<file path="src/rtl/uart_byte_rx.sv">
// 8N1 UART receiver: two-flop synchronised line, mid-bit sampling, level-style byte-ready flag.
// data_o only updates on a correctly framed byte, so it is stable whenever byteReady_o is high.
module uart_byte_rx #(
   parameter int unsigned DELAY_FRAMES = 234
) (
   input  logic       clk_i,
   input  logic       reset_i,
   input  logic       uart_rx_i,
   output logic [7:0] data_o,
   output logic       byteReady_o,
   output logic       frameError_o
);

   localparam int unsigned HALF_DELAY = DELAY_FRAMES / 2;
   localparam int unsigned CntW       = $clog2(DELAY_FRAMES) + 1;
   localparam logic [CntW-1:0] HalfLast = CntW'(HALF_DELAY - 1);
   localparam logic [CntW-1:0] BitLast  = CntW'(DELAY_FRAMES - 1);

   typedef enum logic [2:0] {
      StIdle,
      StStartCheck,
      StReadBits,
      StStopBit,
      StWaitIdle
   } state_e;

   state_e          state_q;
   logic [CntW-1:0] cnt_q;
   logic [2:0]      bit_q;
   logic [7:0]      shift_q;
   logic            rx_meta_q;
   logic            rxs;

   // Line idles high, so the synchroniser resets to 1 to avoid a false start after reset.
   always_ff @(posedge clk_i or negedge reset_i) begin
      if (!reset_i) begin
         rx_meta_q <= 1'b1;
         rxs       <= 1'b1;
      end else begin
         rx_meta_q <= uart_rx_i;
         rxs       <= rx_meta_q;
      end
   end

   always_ff @(posedge clk_i or negedge reset_i) begin
      if (!reset_i) begin
         state_q      <= StIdle;
         cnt_q        <= '0;
         bit_q        <= '0;
         shift_q      <= '0;
         data_o       <= '0;
         byteReady_o  <= 1'b0;
         frameError_o <= 1'b0;
      end else begin
         unique case (state_q)
            StIdle: begin
               cnt_q <= '0;
               if (!rxs) state_q <= StStartCheck;
            end
            StStartCheck: begin
               if (cnt_q == HalfLast) begin
                  cnt_q <= '0;
                  if (!rxs) begin
                     byteReady_o <= 1'b0;
                     bit_q       <= '0;
                     state_q     <= StReadBits;
                  end else begin
                     state_q <= StIdle;
                  end
               end else begin
                  cnt_q <= cnt_q + 1'b1;
               end
            end
            StReadBits: begin
               if (cnt_q == BitLast) begin
                  cnt_q   <= '0;
                  shift_q <= {rxs, shift_q[7:1]};
                  bit_q   <= bit_q + 3'd1;
                  if (bit_q == 3'd7) state_q <= StStopBit;
               end else begin
                  cnt_q <= cnt_q + 1'b1;
               end
            end
            StStopBit: begin
               if (cnt_q == BitLast) begin
                  cnt_q <= '0;
                  if (rxs) begin
                     data_o       <= shift_q;
                     byteReady_o  <= 1'b1;
                     frameError_o <= 1'b0;
                     state_q      <= StIdle;
                  end else begin
                     frameError_o <= 1'b1;
                     state_q      <= StWaitIdle;
                  end
               end else begin
                  cnt_q <= cnt_q + 1'b1;
               end
            end
            StWaitIdle: begin
               cnt_q <= '0;
               if (rxs) state_q <= StIdle;
            end
            default: begin
               cnt_q   <= '0;
               state_q <= StIdle;
            end
         endcase
      end
   end

endmodule

</file>
<file path="config.mk">
export PLATFORM = sky130hd
export DESIGN_NAME = uart_byte_rx
export DESIGN_NICKNAME = d
export VERILOG_FILES = /design/src/rtl/uart_byte_rx.sv
export SDC_FILE = /design/constraint.sdc
export NUM_CORES = 1
export LEC_CHECK = 0
export BUFFER_PORTS_ARGS = -buffer_cell sky130_fd_sc_hd__buf_2
export CAP_MARGIN = 20
export CORE_MARGIN = 1
export CORE_UTILIZATION = 65
export CTS_BUF_LIST = sky130_fd_sc_hd__clkbuf_8
export DETAILED_ROUTE_END_ITERATION = 10
export HOLD_SLACK_MARGIN = 0.12
export PLACE_DENSITY = 0.92
export SYNTH_ARGS = -nofsm -noshare
export SYNTH_HDL_FRONTEND = slang
export SYNTH_SLANG_ARGS = --single-unit
</file>
<file path="constraint.sdc">
create_clock -name clk_i -period 3.2 [get_ports clk_i]
set_clock_uncertainty 0.2 [all_clocks]
set_input_delay 0.32 -clock clk_i [delete_from_list [all_inputs] [get_ports clk_i]]
set_output_delay 0.32 -clock clk_i [all_outputs]
set_load 0.01 [all_outputs]
</file>
==> impl_metrics.toml, run 1 <==
[drt]
drtIter0Drc = 29
wl_per_cell_um = 17.8
ant_nets = 0
drc = 0
vias_per_cell = 5.95
wl_um = 3140
num_vias = 1047
drtPass1Iterations = 4

[global_routing]
grt_pass1_vias = 1036
antenna_found_initial = 0
grt_usage_pct = 27.4
grt_start_max_net_pins = 36
grt_pass1_wl_um = 4950
overflow = 0

[placement]
pre_cts_slack_ns = 0.963
port_buffers = 12
gp_congestion = 0.797
placed_area_um2 = 1720
place_hpwl_um = 2160

[timing]
slew_viol_final = 0
fin_crit_ns = 2.24
max_slew_margin_pct = 49.5
finalSetupViolCount = 0
worst_pin_slew_ns = 0.757
finalHoldViolCount = 0
period_share_pct = 70.0
whs_ns = 0.157
final.setup.worst_slack_ns = 0.959
fin_setup_tns_ns = 0
rsz0062_at_grt = "false"
fmax_mhz = 446

[clock_tree]
clkTransAtPathRegs_ns = 0.07
postCtsSetupBuffers = 0
clockBufferDepth = 2
ctsResizeCount = 0
root_buffer = "clkbuf_8"
h-tree-depth = 2
cts-buffers-inserted = 5
cts_tree = "done"
clock_latency_ns = 0.29
cts_hold_buf = 2
clock-sinks = 35

[logic_synthesis]
synthTopCellsByArea = "dfrtp_1, mux2_2, ha_1, dfstp_2, xnor2_1"
ys_ff_latch = 35
netlist_instances = 129
syn-cell-area_um2 = 1650
yosysTopAreaCell = "dfrtp_1"
ys_seq_area_share_pct = 53.3
syn_avg_cell_area_um2 = 12.8
synth_edf_count = 0
synth_cell_types = 43
async_flop_share_pct = 100
yosysWarnings = 0
ys.flop_type = "dfrtp_1"
synth.net_count = 137
yosysTopAreaCellShare_pct = 50.1

[setup_path]
crit_fanout = 12
required_ns = 3.17
cp-start-kind = "register"
cp_top_family = "simple AND/OR/NAND/NOR gates"
worstSetupEndpointType = "register"
crit_chain = "inv_1, ha_1, nand4b_4, nor4_4, mux2_2"
path_class = "register to register"
critPathBufInv = 1
worstPathArrival_ns = 2.21
slowest_stage = "nor4_4"
cpPeakStageDelay_ns = 0.66

[hold_path]
hold_path_class = "register to register"

[cells_and_area]
final_util_pct = 79.4
drive_gt1_share_pct = 31.1
nNetsFinal = 155
fill_cells = 137
syn_to_final_growth_pct = 10.7
final_area_um2 = 1820
antennaDiodeCount = 0

[power_and_ir_drop]
p_per_area_nw_per_um2 = 420
vdd_ir_drop_max_v = 0.000484
p_leak_uw = 0.000948

[die]
io_pins = 13
die_w_um = 52.4
core_um2 = 2300
die_area_um2 = 2740
rows = 17
start_util_pct = 71.7
dieHeight_um = 52.4

[outcome]
status = "finished clean"

[run]
drv_cap = 0
## synth_stat cells, types with 2 or more instances
| cell type | instances |
|---|---|
| ha_1 | 5 |
| nand2_1 | 4 |
| nand3_1 | 3 |
| inv_1 | 7 |
| dfrtp_1 | 33 |
| nor2_1 | 12 |
| xnor2_1 | 6 |
| a22o_1 | 2 |
| a21oi_1 | 5 |
| dfstp_2 | 2 |
| nor2b_1 | 3 |
| mux2_2 | 15 |
| nor3_1 | 2 |
## layout make-up
cell class                 instances  area, µm²  area share [%]
clock buffer                       5       68.8            3.77
clock inverter                     3       16.3           0.892
inverter                           7       26.3            1.44
multi-input combinational         84        719            39.4
sequential                        35        878            48.1
tap                               28       35.0            1.92
timing repair buffer              14       80.1            4.39
## state kept, by name, indices dropped and copies added (netlist names)
register / flops
data_o: 8
rxs: 1
byteReady_o: 1
state_q: 3
shift_q: 8
bit_q: 3
frameError_o: 1
cnt_q: 9
rx_meta_q: 1
## layout by cell type, fill, tap and decap left out, types with 2 or more instances in the layout
master / netlist / layout
nor3_1: 2 / 2
nand2_1: 4 / 4
mux2_2: 15 / 15
a22o_1: 2 / 2
a21oi_1: 5 / 5
xnor2_1: 6 / 6
inv_1: 7 / 8
nand3_1: 3 / 3
nor2b_1: 3 / 3
clkbuf_8: 0 / 5
buf_2: 1 / 12
dlygate4sd3_1: 0 / 2
ha_1: 5 / 5
dfstp_2: 2 / 2
dfrtp_1: 33 / 33
nor2_1: 12 / 12
## worst register-to-register path, cell delays in order (launching register included)
cell,delay (ns)
dfrtp_1,0.41
inv_1,0.09
ha_1,0.20
nand4b_4,0.16
nor4_4,0.66
mux2_2,0.42
## worst paths after layout
kind | start | to | slack (ns) | depth (start not counted)
min reg2reg | rx_meta_q | rxs | 0.16 | 0
min in group asynchronous | reset_i | frameError_o | 0.43 | 2
max in group asynchronous | reset_i | cnt_q[7] | 1.88 | 2
max reg2reg | cnt_q[1] | shift_q[4] | 0.96 | 5
min | rx_meta_q | rxs | 0.16 | 0
max | cnt_q[1] | shift_q[4] | 0.96 | 5
## cells by family (layout without fill, tap and decap cells)
family / count (synthesis) / in the layout / share of synthesized area (%)
mux: 17 / 17 / 11.8
buf+inv: 10 / 29 / 3.04
xor+xnor: 7 / 7 / 3.72
fa+ha+maj: 5 / 5 / 3.80
compound gates: 15 / 15 / 6.45
simple gates: 40 / 40 / 17.9
flops: 35 / 35 / 53.3
## power breakdown
| part | total [µW] | switching (µW) | internal [µW] |
|---|---|---|---|
| Clock | 306 | 157 | 149 |
| Combinational | 13.8 | 10.0 | 3.80 |
| Sequential | 447 | 2.06 | 445 |
| Total | 767 | 169 | 597 |
## routing by layer
layer	up-vias	share of wire (%)	GRT usage, %
met5	-	0	0
met4	0	1.8	14.5
met3	7	4.3	10.4
met2	27	52	44.7
met1	529	42	30.9
li1	484	-	-
## per-stage QoR
step	total power, µW	instances
after CTS	776	176
final	767	176
after detailed placement	467	166
after global placement	467	166
after global routing	795	176
after floorplan	457	129
(Power assumes the default switching activity.)
==> run 2: changes to the inputs <==
--- a/config.mk
+++ b/config.mk
@@ -8,11 +8,11 @@
 export BUFFER_PORTS_ARGS = -buffer_cell sky130_fd_sc_hd__buf_2
 export CAP_MARGIN = 20
 export CORE_MARGIN = 1
-export CORE_UTILIZATION = 65
+export CORE_UTILIZATION = 55
 export CTS_BUF_LIST = sky130_fd_sc_hd__clkbuf_8
 export DETAILED_ROUTE_END_ITERATION = 10
 export HOLD_SLACK_MARGIN = 0.12
-export PLACE_DENSITY = 0.92
+export PLACE_DENSITY = 0.84
 export SYNTH_ARGS = -nofsm -noshare
 export SYNTH_HDL_FRONTEND = slang
 export SYNTH_SLANG_ARGS = --single-unit
==> constraint.sdc (replaced) <==
create_clock -name clk_i -period 1.9 [get_ports clk_i]
set_clock_uncertainty 0.2 [all_clocks]
set_input_delay 0.19 -clock clk_i [delete_from_list [all_inputs] [get_ports clk_i]]
set_output_delay 0.19 -clock clk_i [all_outputs]
set_load 0.01 [all_outputs]
==> run 2 against run 1 <==
The run now ends with setup timing left. Worst hold slack improved by 0.0026 ns. Clock-buffer cell count rose by 2. Global-route usage fell by 4.0 points. Sequential power rose by 69%. Cell area rose by 13%. Sequential share of layout area fell by 5.4 points. Flip-flop and latch count did not move. Worst setup slack got worse by 0.98 ns. Critical path depth rose by 3. Routed wire length rose by 11%. First-iteration DRC count rose by 110%. Combinational power rose by 70%. Critical path type unchanged. Critical endpoint is now bit_q[0].
==> impl_metrics.toml, run 2 (same netlist as run 1, synthesis figures left out) <==
[cells_and_area]
syn_to_final_growth_pct = 24.9
layout_common_cells = "dfrtp_1, nor2_1, buf_2, buf_4, mux2_4"
fill_cells = 178
antennaDiodeCount = 0
reg_top3 = "cnt_q x9, data_o x8, shift_q x8"
drive_gt1_share_pct = 41.8
final_common_cell = "dfrtp_1"
largest-register = "cnt_q"
nNetsFinal = 172
fin_cells = 196
largest_register_ffs = 9

[timing]
max_slew_margin_pct = 50.0
finalHoldViolCount = 0
period_share_pct = 101
fin_crit_ns = 1.92
worst_pin_slew_ns = 0.750
finalSetupViolCount = 10
slew_viol_final = 0
fmax_mhz = 520
rsz0062_at_grt = "true"
final.setup.worst_slack_ns = -0.0217

[outcome]
violations = "setup timing"
status = "finished, violations left"

[die]
core_um2 = 2810
die_w_um = 56.7
rows = 19
io_pins = 13
dieHeight_um = 56.7
die_area_um2 = 3220
start_util_pct = 58.7

[setup_path]
required_ns = 1.88
cpPeakStageDelay_ns = 0.41
crit_chain = "inv_2, ha_4, nand4b_4, nor4_4, buf_6, buf_6, o211ai_1, o21a_1"
critPathBufInv = 3
crit_top_cell = "buf_6"
crit_fanout = 5
path_class = "register to register"
cp_top_family = "simple AND/OR/NAND/NOR gates"
worstSetupEndpointType = "register"
slowest_stage = "dfrtp_1"
worstPathArrival_ns = 1.91
cp-start-kind = "register"

[global_routing]
grt_pass1_vias = 1174
grt_pass1_wl_um = 5420
antenna_found_initial = 0
grt_usage_pct = 23.5
overflow = 0
grt_start_max_net_pins = 36

[clock_tree]
clock-sinks = 35
h-tree-depth = 2
clock_latency_ns = 0.29
clkTransAtPathRegs_ns = 0.07
clockBufferDepth = 2
root_buffer = "clkbuf_8"
cts-buffers-inserted = 5
cts_tree = "done"

[drt]
vias_per_cell = 5.82
wl_um = 3480
drtIter0Drc = 60
drc = 0
wl_per_cell_um = 17.7
drtPass1Iterations = 4
ant_nets = 0
num_vias = 1140

[run]
drv_cap = 0

[hold_path]
hold_path_class = "register to register"

[power_and_ir_drop]
vdd_ir_drop_max_v = 0.000597
p_total_uw = 1380
p_leak_uw = 0.00105
p_per_area_nw_per_um2 = 669

[placement]
port_buffers = 12
place_hpwl_um = 2030
pre_cts_slack_ns = -0.0544
gp_congestion = 0.810
dp_cells = 178
[run 2: cell types whose count changed in the layout (fill, tap and decap cells not counted), sizes merged]
cell / previous run / this run
inv: 8 / 7
clkinv: 1 / 0
clkbuf: 5 / 7
buf: 12 / 28
nand3: 4 / 5
[run 2: per-layer routing]
layer,GRT usage [%],vias up,wire [µm],share of wire [%]
met5,0,-,0,0
met4,11.1,0,82,2.4
met3,8.06,10,191,5.5
met2,40.0,42,1780,51
met1,26.3,568,1420,41
li1,-,520,-,-
[run 2: area by class of cell]
class / instances / area [µm²] / area share, %
flip-flops and latches: 35 / 880 / 42.7
clock inverters: 1 / 7.51 / 0.365
repair buffers: 30 / 215 / 10.5
well taps: 31 / 38.8 / 1.88
multi-input cells: 85 / 795 / 38.6
clock buffers: 7 / 96.3 / 4.68
inverters: 7 / 26.3 / 1.28
[run 2: through the flow]
step | utilization, % | TNS, ns | area (µm²) | hold slack (ns)
floorplan | - | 0 | 1650 | -0.306
global placement | 63.8 | 0 | 1790 | 0.0872
detailed placement | 63.8 | -0.389 | 1790 | 0.0994
CTS | 70.8 | 0 | 1990 | 0.161
global route | 73.4 | -0.685 | 2060 | 0.162
finish | 73.4 | -0.0769 | 2060 | 0.160
[run 2: worst paths after layout]
check                      depth (start not counted)  startpoint  slack [ns]    endpoint
max in group asynchronous                          2     reset_i        0.68    cnt_q[3]
min reg2reg                                        0   rx_meta_q        0.16         rxs
max reg2reg                                        8    cnt_q[1]       -0.02    bit_q[0]
min                                                0   rx_meta_q        0.16         rxs
min in group asynchronous                          2     reset_i        0.29  shift_q[0]
max                                                8    cnt_q[1]       -0.02    bit_q[0]
[run 2: repair_timing]
action                                  in CTS  in global routing
gates cloned                                 2                  0
buffers inserted                             5                  1
resized for setup                            5                 16
hold buffers                                 2                  0
pin swaps                                    3                  8
endpoints found under the setup margin      15                 21
hold endpoints to repair                    34                  0
[run 2: power breakdown]
group          internal, µW  leakage (µW)  switching [µW]
combinational          6.45      0.000533            16.9
sequential              749      0.000466            4.83
clock                   329     0.0000505             270
